==> src/rtl/vga_pkg.sv <==
// vga_pkg: default 640x480@60 raster timing, sync polarities
// and total-period helpers shared by the VGA timing blocks.
package vga_pkg;

  localparam int CW_DEF       = 10;
  localparam int CLK_DIV_DEF  = 2;

  localparam int H_ACTIVE_DEF = 640;
  localparam int H_FP_DEF     = 16;
  localparam int H_SYNC_DEF   = 96;
  localparam int H_BP_DEF     = 48;

  localparam int V_ACTIVE_DEF = 480;
  localparam int V_FP_DEF     = 10;
  localparam int V_SYNC_DEF   = 2;
  localparam int V_BP_DEF     = 33;

  localparam bit HS_POL_DEF   = 1'b0;
  localparam bit VS_POL_DEF   = 1'b0;

  function automatic int h_total(
    input int act,
    input int fp,
    input int sync,
    input int bp
  );
    return act + fp + sync + bp;
  endfunction

  function automatic int v_total(
    input int act,
    input int fp,
    input int sync,
    input int bp
  );
    return act + fp + sync + bp;
  endfunction

endpackage

==> src/rtl/vga_timing_ctrl_mod_counter.sv <==
// mod_counter: N-bit modulo-MOD counter with increment enable,
// synchronous active-low reset and a combinational wrap flag.
module mod_counter #(
  parameter int N   = 4,
  parameter int MOD = 10
) (
  input  logic         clk,
  input  logic         rst,
  input  logic         inc,
  output logic [N-1:0] cnt,
  output logic         wrap
);

  localparam logic [N-1:0] LAST = N'(MOD - 1);

  logic [N-1:0] r_cnt;

  assign wrap = inc && (r_cnt == LAST);
  assign cnt  = r_cnt;

  always_ff @(posedge clk) begin
    if (!rst) begin
      r_cnt <= '0;
    end else if (wrap) begin
      r_cnt <= '0;
    end else if (inc) begin
      r_cnt <= r_cnt + N'(1);
    end
  end

endmodule

==> src/rtl/vga_timing_ctrl.sv <==
// vga_timing_ctrl: pixel-clock divider, h/v raster counters and
// registered sync / video / coordinate / strobe decode.
module vga_timing_ctrl
  import vga_pkg::*;
#(
  parameter int CW       = CW_DEF,
  parameter int CLK_DIV  = CLK_DIV_DEF,
  parameter int H_ACTIVE = H_ACTIVE_DEF,
  parameter int H_FP     = H_FP_DEF,
  parameter int H_SYNC   = H_SYNC_DEF,
  parameter int H_BP     = H_BP_DEF,
  parameter int V_ACTIVE = V_ACTIVE_DEF,
  parameter int V_FP     = V_FP_DEF,
  parameter int V_SYNC   = V_SYNC_DEF,
  parameter int V_BP     = V_BP_DEF,
  parameter bit HS_POL   = HS_POL_DEF,
  parameter bit VS_POL   = VS_POL_DEF
) (
  input  logic          clk,
  input  logic          rst,
  input  logic          ena,
  output logic          pix_tick,
  output logic          hsync,
  output logic          vsync,
  output logic          video_on,
  output logic [CW-1:0] x,
  output logic [CW-1:0] y,
  output logic          line_start,
  output logic          frame_start
);

  localparam int HT = h_total(H_ACTIVE, H_FP, H_SYNC, H_BP);
  localparam int VT = v_total(V_ACTIVE, V_FP, V_SYNC, V_BP);
  localparam int DW = (CLK_DIV > 1) ? $clog2(CLK_DIV) : 1;

  localparam logic [DW-1:0] DIV_LAST = DW'(CLK_DIV - 1);

  localparam logic [CW-1:0] HA  = CW'(H_ACTIVE);
  localparam logic [CW-1:0] HS0 = CW'(H_ACTIVE + H_FP);
  localparam logic [CW-1:0] HS1 = CW'(H_ACTIVE + H_FP + H_SYNC);
  localparam logic [CW-1:0] VA  = CW'(V_ACTIVE);
  localparam logic [CW-1:0] VS0 = CW'(V_ACTIVE + V_FP);
  localparam logic [CW-1:0] VS1 = CW'(V_ACTIVE + V_FP + V_SYNC);

  logic [DW-1:0] w_div;
  logic          w_div_wrap;
  logic [CW-1:0] w_hcnt;
  logic          w_h_wrap;
  logic [CW-1:0] w_vcnt;
  logic          w_v_wrap;

  logic [CW-1:0] r_x;
  logic [CW-1:0] r_y;
  logic          r_vid;
  logic          r_hs;
  logic          r_vs;
  logic          r_hw;
  logic          r_fw;
  logic          r_ls;
  logic          r_fs;

  mod_counter #(.N(DW), .MOD(CLK_DIV)) u_div (
    .clk  (clk),
    .rst  (rst),
    .inc  (ena),
    .cnt  (w_div),
    .wrap (w_div_wrap)
  );

  // Reset must hold pix_tick low even when CLK_DIV=1.
  assign pix_tick = rst && w_div_wrap && (w_div == DIV_LAST);

  mod_counter #(.N(CW), .MOD(HT)) u_hcnt (
    .clk  (clk),
    .rst  (rst),
    .inc  (pix_tick),
    .cnt  (w_hcnt),
    .wrap (w_h_wrap)
  );

  mod_counter #(.N(CW), .MOD(VT)) u_vcnt (
    .clk  (clk),
    .rst  (rst),
    .inc  (w_h_wrap),
    .cnt  (w_vcnt),
    .wrap (w_v_wrap)
  );

  // Strobes pass through two stages so they land on the first
  // cycle the registered x/y show the wrapped position.
  always_ff @(posedge clk) begin
    if (!rst) begin
      r_x   <= '0;
      r_y   <= '0;
      r_vid <= 1'b0;
      r_hs  <= ~HS_POL;
      r_vs  <= ~VS_POL;
      r_hw  <= 1'b0;
      r_fw  <= 1'b0;
      r_ls  <= 1'b0;
      r_fs  <= 1'b0;
    end else begin
      r_x   <= w_hcnt;
      r_y   <= w_vcnt;
      r_vid <= (w_hcnt < HA) && (w_vcnt < VA);
      r_hs  <= (w_hcnt >= HS0 && w_hcnt < HS1) ?
               HS_POL : ~HS_POL;
      r_vs  <= (w_vcnt >= VS0 && w_vcnt < VS1) ?
               VS_POL : ~VS_POL;
      r_hw  <= w_h_wrap;
      r_fw  <= w_v_wrap;
      r_ls  <= r_hw;
      r_fs  <= r_fw;
    end
  end

  assign x           = r_x;
  assign y           = r_y;
  assign video_on    = r_vid;
  assign hsync       = r_hs;
  assign vsync       = r_vs;
  assign line_start  = r_ls;
  assign frame_start = r_fs;

endmodule

==> config.mk <==
export PLATFORM = sky130hd
export DESIGN_NAME = vga_timing_ctrl
export DESIGN_NICKNAME = d
export VERILOG_FILES = /design/src/rtl/vga_pkg.sv /design/src/rtl/vga_timing_ctrl_mod_counter.sv /design/src/rtl/vga_timing_ctrl.sv
export SDC_FILE = /design/constraint.sdc
export NUM_CORES = 1
export LEC_CHECK = 0
export CAP_MARGIN = 15
export CORE_ASPECT_RATIO = 1.2
export CORE_MARGIN = 2
export CORE_UTILIZATION = 54
export CTS_BUF_LIST = sky130_fd_sc_hd__clkbuf_2
export CTS_CLUSTER_DIAMETER = 50
export DETAILED_ROUTE_END_ITERATION = 10
export GPL_ROUTABILITY_DRIVEN = 0
export PLACE_DENSITY = 0.8
export SYNTH_ARGS = -nofsm -noshare
export SYNTH_HDL_FRONTEND = slang
export SYNTH_SLANG_ARGS = --single-unit
==> constraint.sdc <==
create_clock -name clk -period 2 [get_ports clk]
set_input_delay 0.4 -clock clk [delete_from_list [all_inputs] [get_ports clk]]
set_output_delay 0.4 -clock clk [all_outputs]
set_load 0.005 [all_outputs]
Word level (Yosys, flattened, before mapping)
Cells that the tools add are included.

storage, ports and cells
  bits in registers = 48
  bits of input ports = 3
  output and inout bits = 26

cells by class
  $add $sub $neg = 3
  $lt $le $gt $ge = 6
  equal/unequal tests = 2
  multiplexer cells = 2
  bitwise gates (word level) = 1
  reductions and logical operators = 11

operator list
  cell                                                                                   number
  10-bit by 1-bit adder with 10-bit output (second input constant)                       2
  10-bit == test (second input constant)                                                 2
  10-bit < comparator (second input constant)                                            2
  10-bit by 9-bit < comparator with 1-bit output (second input constant)                 2
  10-bit greater-or-equal comparator (second input constant)                             1
  10-bit by 9-bit greater-or-equal comparator with 1-bit output (second input constant)  1
  1-bit logical AND                                                                      8
  2-bit OR reduction                                                                     3
  1-bit 2-to-1 mux                                                                       2
  1-bit adder (second input constant)                                                    1
  1-bit NOT                                                                              1

Depth between registers and ports, before layout
  word-level depth = 6
  depth in mapped cells = 6
  gate-level depth less buffers = 6

Modules after synthesis
A second synthesis with hierarchy kept.

second synthesis, totals
  cell total of the unflattened synthesis = 171
  area, all modules = 1810.5 sq um

by module, submodules not included
  module                instances  cells an instance  area an instance (sq um)  seq. area each (sq um)
  vga_timing_ctrl       1          63                 773.2                     540.5
  mod_counter (u_hcnt)  1          51                 506.7                     200.2
  mod_counter (u_vcnt)  1          53                 488.0                     200.2
  mod_counter (u_div)   1          4                  42.5                      20.0

Least setup slack after synthesis
Ideal clock, no wire load.

  path type = register -> register
  start = register u_hcnt.r_cnt[0], in the netlist u_hcnt.cnt[0]
  end = register u_vcnt.r_cnt[9], in the netlist u_vcnt.cnt[9]
  library setup time = 0.070 ns
  data arrival time = 1.639 ns
  required time = 1.930 ns
  slack = 0.291 ns
  cell stages (with the launch flop) = 7
  path buffers = 1
  period minus slack after synthesis = 1.709 ns
  cells stage by stage = dfxtp_1 -> ha_1 -> and4_2 -> buf_6 -> nand4_1 -> or4_1 -> a21oi_1

on the way
  longest elaborated chain between the ends = 4

ends and longest elaborated chain
  element                       line                               RTL
  start: declaration            vga_timing_ctrl_mod_counter.sv:16  logic [N-1:0] r_cnt;
  start signal: assignment      vga_timing_ctrl_mod_counter.sv:27  r_cnt <= r_cnt + N'(1);
  10-bit == test (*)            vga_timing_ctrl_mod_counter.sv:18  assign wrap = inc && (r_cnt == LAST);
  1-bit logical AND (*)         vga_timing_ctrl_mod_counter.sv:18
  1-bit logical AND             vga_timing_ctrl_mod_counter.sv:18
  2-bit OR reduction (no line)  --
  end signal: assignment        vga_timing_ctrl_mod_counter.sv:27
  end: declaration              vga_timing_ctrl_mod_counter.sv:16

Every way passes the cells marked *; elsewhere a longest branch is shown, timed or not.
A chain may end at the register's enable or synchronous reset.

Final worst setup path
  start = register u_div.r_cnt, in the netlist u_div.cnt
  end = output port pix_tick

on the way
  longest elaborated chain between the ends = 3

ends and longest elaborated chain
  element                   line                               RTL
  start: declaration        vga_timing_ctrl_mod_counter.sv:16
  start signal: assignment  vga_timing_ctrl_mod_counter.sv:27
  1-bit logical AND         vga_timing_ctrl_mod_counter.sv:18
  1-bit logical AND         vga_timing_ctrl.sv:71              assign pix_tick = rst && w_div_wrap && (w_div == DIV_LAST);
  1-bit logical AND (*)     vga_timing_ctrl.sv:71
  end: declaration          vga_timing_ctrl.sv:22              output logic pix_tick,

Marks and branches as above.

==> reports/metrics.yaml <==
power_and_ir_drop:
  max-vdd-ir-drop_mv: 0.7921
  p_int_mw: 1.198
  seq_power_share_pct: 63.0
  p_sw_mw: 0.3380
  p_clk_share_pct: 34.3
  p_leak_nw: 0.8816
  power.density_nw_per_um2: 662.0
  combPwrFrac_pct: 2.7
  netSwitchingFraction_pct: 22.00
  power_mw: 1.536
timing:
  slew_headroom_pct: 75.92
  slew_violations: 0
  whs_ns: 0.4620
  min_period_over_period_pct: 94.35
  finClkSkew_ns: 0.02323
  final_hold_viol_count: 0
  rsz0062_at_grt: "no"
  worst_pin_slew_ns: 0.3607
  layout_min_cycle_time_ns: 1.887
  fmax_mhz: 530.0
  setup_viol: 0
worst_setup_path:
  start_kind: "register"
  critical_path_class: "register to primary output"
  cp_slowest_stage_delay_ns: 0.50
  endpoint_kind: "primary output"
  cp_top_family: "buffers and inverters"
  crit_arrival_ns: 1.49
  crit_required_ns: 1.60
  crit_path_start: "u_div.cnt"
  slowest_stage: "clkdlybuf4s50_1"
  path_buf_inv: 2
  crit_chain: "nand3_1 -> inv_1 -> clkdlybuf4s50_1"
  timing.rr.start: "u_hcnt.cnt[2]"
  crit_fanout: 3
floorplan:
  rows: 23
  io_pins: 29
  core-area_um2: 3367
  dieHeight_um: 68.95
  die_area_um2: 4007
  die_x_um: 58.12
  start_util_pct: 56.37
placed_design:
  io_buffers: 28
  placed_cell_area_um2: 2251
  dp.cells: 256
  hpwlAfterDp_um: 2895
min_path:
  hp-class: "input pin to register"
  holdCritStartpoint: "ena"
synthesis:
  synth_edf_count: 0
  ys_types: 37
  avgSynthCellArea_um2: 10.26
  synth_top_area_share_pct: 50.63
  ys_warn_count: 0
  syn_area_um2: 1898
  ys_seq_area_share_pct: 50.63
  syn_inst: 185
  yosys.area.top_type: "dfxtp_1"
  ys_ff_latch: 48
  syn-num-nets: 192
  synth_area_leaders: "dfxtp_1 (51%), and2_1 (7.9%), xnor2_1 (3.7%)"
  ys.flop_type: "dfxtp_1"
  synthArstFlopShare_pct: 0
global_routing:
  grt_usage_pct: 21.74
  met2_usage_pct: 41.19
  use_met3_pct: 3.731
  grt_start_max_net_pins: 21
  grt_first_pass_wirelength_um: 6499
  antenna_found_initial: 0
  grt_overflow: 0
  use_met1_pct: 22.16
  grt_pass1_vias: 1479
  busiest_layer: "met2"
clock_tree:
  cts_buffers: 5
  postCtsSetupBuffers: 0
  clock-root-buffer: "clkbuf_2"
  cts_tree: "built"
  cts_max_path_buffers: 2
  clkLatencyLatePin_ns: 0.43
  htreeDepth: 2
  clk_pin_slew_ns: 0.22
  cts.sinks: 48
drt:
  vias: 1468
  antenna_left: 0
  vias_per_cell: 5.561
  routed_wl_um: 3949
  drt_first_pass_iters: 4
  drc: 0
  wire_per_inst_um: 14.96
  first_iter_violations: 62
finish:
  num_antenna_cells: 0
  final_common_cell: "dfxtp_1"
  most-common-layout-cells: "dfxtp_1 (47), clkdlybuf4s50_1 (26), and2_1 (24)"
  drive_gt1_share_pct: 13.66
  layout.cells.non_filler: 264
  post-route-util_pct: 68.93
  nets: 233
  final_cell_area_um2: 2321
  area_delta_synth_final_pct: 22.28
job:
  maxCapViolCount: 0
status:
  status: "completed"
-- flip-flops by register name, summed over array words and instances, names as in the netlist --
| register | cells |
|---|---|
| y | 10 |
| vsync | 1 |
| line_start | 1 |
| video_on | 1 |
| x | 10 |
| frame_start | 1 |
| r_hw | 1 |
| u_hcnt.cnt | 10 |
| r_fw | 1 |
| u_div.cnt | 1 |
| hsync | 1 |
| u_vcnt.cnt | 10 |
-- worst paths after layout --
kind | slack (ns) | depth (start not counted) | to
min | 0.46 | 3 | u_div.cnt
max | 0.11 | 3 | pix_tick
max reg2reg | 0.12 | 4 | u_vcnt.cnt[2]
min reg2reg | 0.47 | 1 | line_start
-- power by group through the flow --
stage | logic, mW | clock network (mW) | registers, mW
3_5_place_dp | 0.0430 | 0 | 0.985
4_1_cts | 0.0417 | 0.535 | 0.968
5_1_grt | 0.0456 | 0.562 | 0.969
2_1_floorplan | 0.0214 | 0 | 0.986
6_report | 0.0416 | 0.527 | 0.968
3_3_place_gp | 0.0413 | 0 | 0.985
-- area by class of cell --
type | instances | area [µm²]
clock buffers | 5 | 25.02
clock inverters | 3 | 46.29
fillers | 265 | 1046
inverters | 7 | 26.28
multi-input cells | 122 | 832.0
flip-flops and latches | 48 | 962.2
well taps | 37 | 46.29
repair buffers | 42 | 382.9
-- worst register-to-register path: cells and delay by family, from the launching register on --
family | cells | cell delay [ns]
AND/OR/NAND/NOR | 2 | 0.86
flip-flops | 1 | 0.49
AO/OA/AOI/OAI | 2 | 0.42
-- per-layer routing --
metal,part of all wire [%],vias up
met5,0,-
met4,1.6,0
li1,-,718
met1,40,705
met2,55,37
met3,3.7,8
-- through the flow --
step	setup TNS [ns]	worst slack [ns]
finish	0	0.1131
CTS	0	0.04721
floorplan	0	0.2908
global placement	-0.1285	-0.04672
detailed placement	-0.4152	-0.08480
global route	0	0.03533
-- Yosys cell counts, types with 2 or more instances --
cell and number:
a21oi_1 10, and2_1 24, and4b_1 2, buf_6 5, clkbuf_1 2, dfxtp_1 48
ha_1 4, inv_1 7, nand2_1 6, nand3_1 8, nand4_1 6, nand4bb_1 2
nor2_1 13, nor4_1 2, o21ai_0 7, o31ai_1 3, or3_1 6, or4_1 3
xnor2_1 8, xor2_1 2
-- cell families (layout without fill, tap and decap cells) --
family | count (synthesis) | in the layout | share of synthesized area [%]
and+or+nand+nor | 84 | 84 | 28.68
AOI/OAI and AO/OA | 23 | 23 | 7.383
adders and majority gates | 4 | 4 | 2.637
muxes | 1 | 1 | 0.5274
DFF | 48 | 48 | 50.63
buffers and inverters | 15 | 57 | 5.537
xor gates and xnor gates | 10 | 10 | 4.615
-- timing repair --
item / in CTS / in global routing
gates resized for setup: 2 / 1
setup endpoints to repair: 1 / 1
hold buffers: 0 / 0
cloned: 0 / 0
(Power assumes the default switching activity.)
==> RTL edit 1, RTL diff (same settings) <==
Set the package constant `HS_POL_DEF` to 1'b1 (it was 1'b0).
--- a/src/rtl/vga_pkg.sv
+++ b/src/rtl/vga_pkg.sv
@@ -15,7 +15,7 @@
   localparam int V_SYNC_DEF   = 2;
   localparam int V_BP_DEF     = 33;
 
-  localparam bit HS_POL_DEF   = 1'b0;
+  localparam bit HS_POL_DEF   = 1'b1;
   localparam bit VS_POL_DEF   = 1'b0;
 
   function automatic int h_total(
Check against the original RTL: not equivalent (Yosys sat finds a counterexample within 4 cycles, from zero or initial values and one cycle with rst low).
==> RTL edit 1 against the original RTL <==
Total power fell by 1.2%. Synthesized area fell by 2.4%. Setup slack improved by 0.0028 ns. Sequential cell count did not move. Final area fell by 1.7%. Wire length fell by 5.5%. Sequential share of layout area rose by 0.78 points. Combinational power rose by 13%. Critical path type unchanged.
==> RTL edit 1: results (changes against the original RTL) <==
\begin{tabular}{lr}
\hline
Metric & Value \\
\hline
\multicolumn{2}{l}{\textbf{Run status}} \\
\quad Result of the run & completed \\
\multicolumn{2}{l}{\textbf{Layout}} \\
\quad Share of final-layout standard cells stronger than drive strength 1 & 17.0\% (+3.3 points) \\
\quad Synth-to-layout area growth & 23.2\% \\
\quad Post-layout instance count excluding filler cells & 261 (-1.1\%) \\
\quad \# nets final & 230 (-1.3\%) \\
\quad Count of filler cells inserted in the layout & 241 (-9.1\%) \\
\multicolumn{2}{l}{\textbf{Placed design}} \\
\quad Final HPWL from detailed placement & 2810 um (-3.1\%) \\
\quad Cells after DPL & 253 (-1.2\%) \\
\quad Instance area at placement & 2220 um2 (-1.6\%) \\
\quad Dpl ws & -0.189 ns (-0.104 ns) \\
\multicolumn{2}{l}{\textbf{Routing}} \\
\quad Total number of vias & 1426 (-2.9\%) \\
\quad DRT Pass-1 Iters & 4 (unchanged) \\
\quad DRT Wirelength & 3730 um (-5.5\%) \\
\quad Starting DRC count in detailed routing & 32 (-48\%) \\
\multicolumn{2}{l}{\textbf{Synthesis}} \\
\quad Number of distinct standard cells referenced by the synthesized netlist & 36 (-2.7\%) \\
\quad Ranking of synthesized cells by area & sky130\_fd\_sc\_hd\_\_dfxtp\_1, sky130\_fd\_sc\_hd\_\_and2\_1, sky130\_fd\_sc\_hd\_\_nor2\_1 \\
\quad Sequential share of the synthesized area & 51.9\% (+1.3 points) \\
\quad Share of flip-flops with an asynchronous set or reset after synthesis & 0\% (unchanged) \\
\quad Synthesized instance count & 182 (-1.6\%) \\
\quad Syn nets & 189 (-1.6\%) \\
\quad Post-synth top cells & sky130\_fd\_sc\_hd\_\_dfxtp\_1, sky130\_fd\_sc\_hd\_\_nor2\_1, sky130\_fd\_sc\_hd\_\_and2\_1 \\
\multicolumn{2}{l}{\textbf{Global route}} \\
\quad Wire length of the first global-routing pass & 6340 um (-2.4\%) \\
\quad Global-route total usage across every layer & 21.5\% (-0.27 points) \\
\quad Largest net degree at the start of global routing & 16 (-24\%) \\
\multicolumn{2}{l}{\textbf{Pwr}} \\
\quad Leakage power & 0.000914 uW (+3.7\%) \\
\quad Highest ir drop seen on vdd & 0.871 mV (+9.9\%) \\
\multicolumn{2}{l}{\textbf{Timing}} \\
\quad Clock skew & 0.0114 ns (-0.0118 ns) \\
\quad Worst slew margin relative to its limit & 77.6\% (+1.7 points) \\
\hline
\end{tabular}
RTL edit 1: changes by cell type after synthesis, sizes merged, moves of 2 or more:
cell / unedited run / this run
buf: 6 / 4
or3: 6 / 9
or4: 4 / 0
clkbuf: 2 / 4
xor2: 2 / 4
a21oi: 11 / 8
and4: 1 / 3
o31ai: 3 / 0
nor2: 13 / 20
and2: 25 / 18
nand4bb: 2 / 0
RTL edit 1: final cells by class:
cell class                      instances  area share (%)
Sequential cell                        48            42.2
Multi-Input combinational cell        118            34.8
Timing Repair Buffer                   42            16.8
Tap cell                               37            2.03
Clock inverter                          2            1.54
Clock buffer                            6            1.32
Inverter                                8            1.32
RTL edit 1: metal layers:
metal,vias up,part of all wire [%],global-route usage [%]
li1,701,-,-
met1,685,38,23.1
met2,33,56,39.6
met3,7,4.0,5.67
met4,0,2.0,9.01
met5,-,0,0
RTL edit 1: worst paths after layout:
check	slack, ns	end	from	cells after the start
min reg2reg	0.47	frame_start	r_fw	1
min	0.45	u_div.cnt	ena	3
max	0.12	pix_tick	u_div.cnt	3
max reg2reg	0.17	u_vcnt.cnt[6]	u_hcnt.cnt[1]	6
RTL edit 1: cells by family after synthesis:
| group | synth area share (%) |
|---|---|
| compound gates | 6.15 |
| xor+xnor | 5.68 |
| fa+ha+maj | 2.70 |
| buf+inv | 5.27 |
| flops | 51.9 |
| mux | 0.541 |
| simple gates | 27.8 |
RTL edit 1: where the power goes:
| part | internal, uW | switching, uW | total (uW) |
|---|---|---|---|
| Combinational | 21.6 | 25.6 | 47.2 |
| Sequential | 964 | 3.90 | 968 |
| Clock | 215 | 287 | 502 |
| Total | 1200 | 317 | 1520 |
RTL edit 1: what timing repair did:
action	CTS	global route
pin swaps	0	0
gates resized for setup	2	2
gates cloned	0	0
endpoints found under the setup margin	1	5
==> RTL edit 2, RTL diff (config.mk and constraints unchanged) <==
Without the edit above. Put one more register stage on the output `x`, with the module's reset. The value now appears one clock later. The other outputs are not delayed to match. Comments in the files are not updated.
--- a/src/rtl/vga_timing_ctrl.sv
+++ b/src/rtl/vga_timing_ctrl.sv
@@ -114,7 +114,13 @@
     end
   end
 
-  assign x           = r_x;
+  always_ff @(posedge clk) begin
+    if (!rst) begin
+      x <= '0;
+    end else begin
+      x <= r_x;
+    end
+  end
   assign y           = r_y;
   assign video_on    = r_vid;
   assign hsync       = r_hs;
Check against the original RTL: not equivalent (a bounded check fails within 4 cycles, from zero or initial values and one cycle with rst low).
==> RTL edit 2 against the original RTL <==
Synthesized area is 9.8% higher. Sequential power is 21% higher. Sequential cell count is 10 higher. Wire length is 6.4% higher. Die area is 9.2% higher. Final area is 19% higher. Total power is 43% higher. Non-clock buffer count is 9 higher. Setup slack worse by 0.068 ns. Global-route usage is 0.56 points lower. Count of clock-buffer cells in the layout is 4 higher. Largest cell class unchanged. Highest routed layer unchanged.
==> RTL edit 2: results (changes against the original RTL) <==
\begin{tabular}{lr}
\hline
Metric & Value \\
\hline
\multicolumn{2}{l}{\textbf{Run status}} \\
\quad Result of the run & completed \\
\multicolumn{2}{l}{\textbf{Pwr}} \\
\quad Leakage power & 0.00107 uW (+21\%) \\
\multicolumn{2}{l}{\textbf{Layout}} \\
\quad Post-layout instance count excluding filler cells & 316 (+20\%) \\
\quad \# nets final & 266 (+14\%) \\
\quad Count of filler cells inserted in the layout & 259 (-2.3\%) \\
\multicolumn{2}{l}{\textbf{Clock tree}} \\
\quad CTS H-tree depth & 3 (+1) \\
\quad TritonCTS buffer count & 9 (+4) \\
\quad Clock transition at the registers of the reported paths & 0.17 ns (-0.05 ns) \\
\multicolumn{2}{l}{\textbf{Global route}} \\
\quad Met2 usage in global routing & 32.3\% (-8.9 points) \\
\quad Vias in the first global route & 1517 (+2.6\%) \\
\quad Wire length of the first global-routing pass & 6790 um (+4.5\%) \\
\quad Largest net degree at the start of global routing & 41 (+95\%) \\
\multicolumn{2}{l}{\textbf{Synthesis}} \\
\quad Post-synthesis area per instance & 10.2 um2 (-0.89\%) \\
\quad Sequential share of the synthesized area & 55.7\% (+5.1 points) \\
\quad Syn nets & 212 (+10\%) \\
\quad Ranking of synthesized cells by area & sky130\_fd\_sc\_hd\_\_dfxtp\_1, sky130\_fd\_sc\_hd\_\_and2\_1, sky130\_fd\_sc\_hd\_\_xnor2\_1 \\
\quad Post-synth top cells & sky130\_fd\_sc\_hd\_\_dfxtp\_1, sky130\_fd\_sc\_hd\_\_and2\_1, sky130\_fd\_sc\_hd\_\_nor2\_1 \\
\multicolumn{2}{l}{\textbf{Routing}} \\
\quad Post-route met1 wirelength & 1810 um (+15\%) \\
\quad Starting DRC count in detailed routing & 47 (-24\%) \\
\quad DR WL met3 & 178 um (+21\%) \\
\quad Total number of vias & 1597 (+8.8\%) \\
\multicolumn{2}{l}{\textbf{Placed design}} \\
\quad Cells after DPL & 298 (+16\%) \\
\quad Final HPWL from detailed placement & 2710 um (-6.4\%) \\
\multicolumn{2}{l}{\textbf{Setup path}} \\
\quad Data arrival time of the critical path & 1.55 ns (+0.06 ns) \\
\multicolumn{2}{l}{\textbf{Timing}} \\
\quad Pin slew with the least headroom to its limit & 0.395 ns (+0.0346 ns) \\
\multicolumn{2}{l}{\textbf{Hold path}} \\
\quad Hold/Removal Path Class & register to register \\
\hline
\end{tabular}
RTL edit 2: changes by cell type after synthesis, sizes merged, moves of 3 or more:
cell	before	now
dfxtp	48	58
nor3	1	5
clkbuf	2	5
and2	25	36
RTL edit 2: power groups by stage:
stage	Clock [uW]	Combinational [uW]	Sequential, uW
after floorplan	0	22.0	1190
after global placement	0	48.2	1190
after detailed placement	0	50.0	1190
after CTS	986	50.7	1170
after global routing	1040	56.1	1170
final	984	51.1	1170
RTL edit 2: what timing repair did:
item,4_1_cts,5_1_grt
gates cloned,0,1
setup endpoints to repair,7,6
hold endpoints to repair,0,0
setup buffers,1,0
gates resized for setup,5,10
pin swaps,1,0
RTL edit 2: worst paths after layout:
kind	start	end	slack (ns)	cells after the start
worst max-delay path	u_div.cnt	pix_tick	0.05	3
worst min-delay path	r_x[5]	x[5]	0.44	1
worst max register to register	u_hcnt.cnt[5]	u_vcnt.cnt[9]	0.05	4
worst min register to register	r_x[5]	x[5]	0.44	1
RTL edit 2: kinds of logic after synthesis:
family / share of synthesized area (%)
and+or+nand+nor: 27.1
DFF: 55.7
AOI/OAI and AO/OA: 6.72
buffers and inverters: 3.90
xor gates and xnor gates: 4.20
adders and majority gates: 2.40
RTL edit 2: metrics by stage:
| stage | instance area (um2) | hold WS [ns] |
|---|---|---|
| finish | 2770 | 0.443 |
| global route | 2770 | 0.471 |
| CTS | 2720 | 0.453 |
| detailed placement | 2540 | 0.420 |
| global placement | 2540 | 0.414 |
| floorplan | 2090 | 0.409 |
RTL edit 2: final cells by class:
cell class | instances | share of cell area [%]
Tap cell | 52 | 2.35
Inverter | 8 | 1.09
Clock inverter | 7 | 4.21
Sequential cell | 58 | 42.3
Multi-Input combinational cell | 131 | 31.9
Timing Repair Buffer | 51 | 16.6
Clock buffer | 9 | 1.63
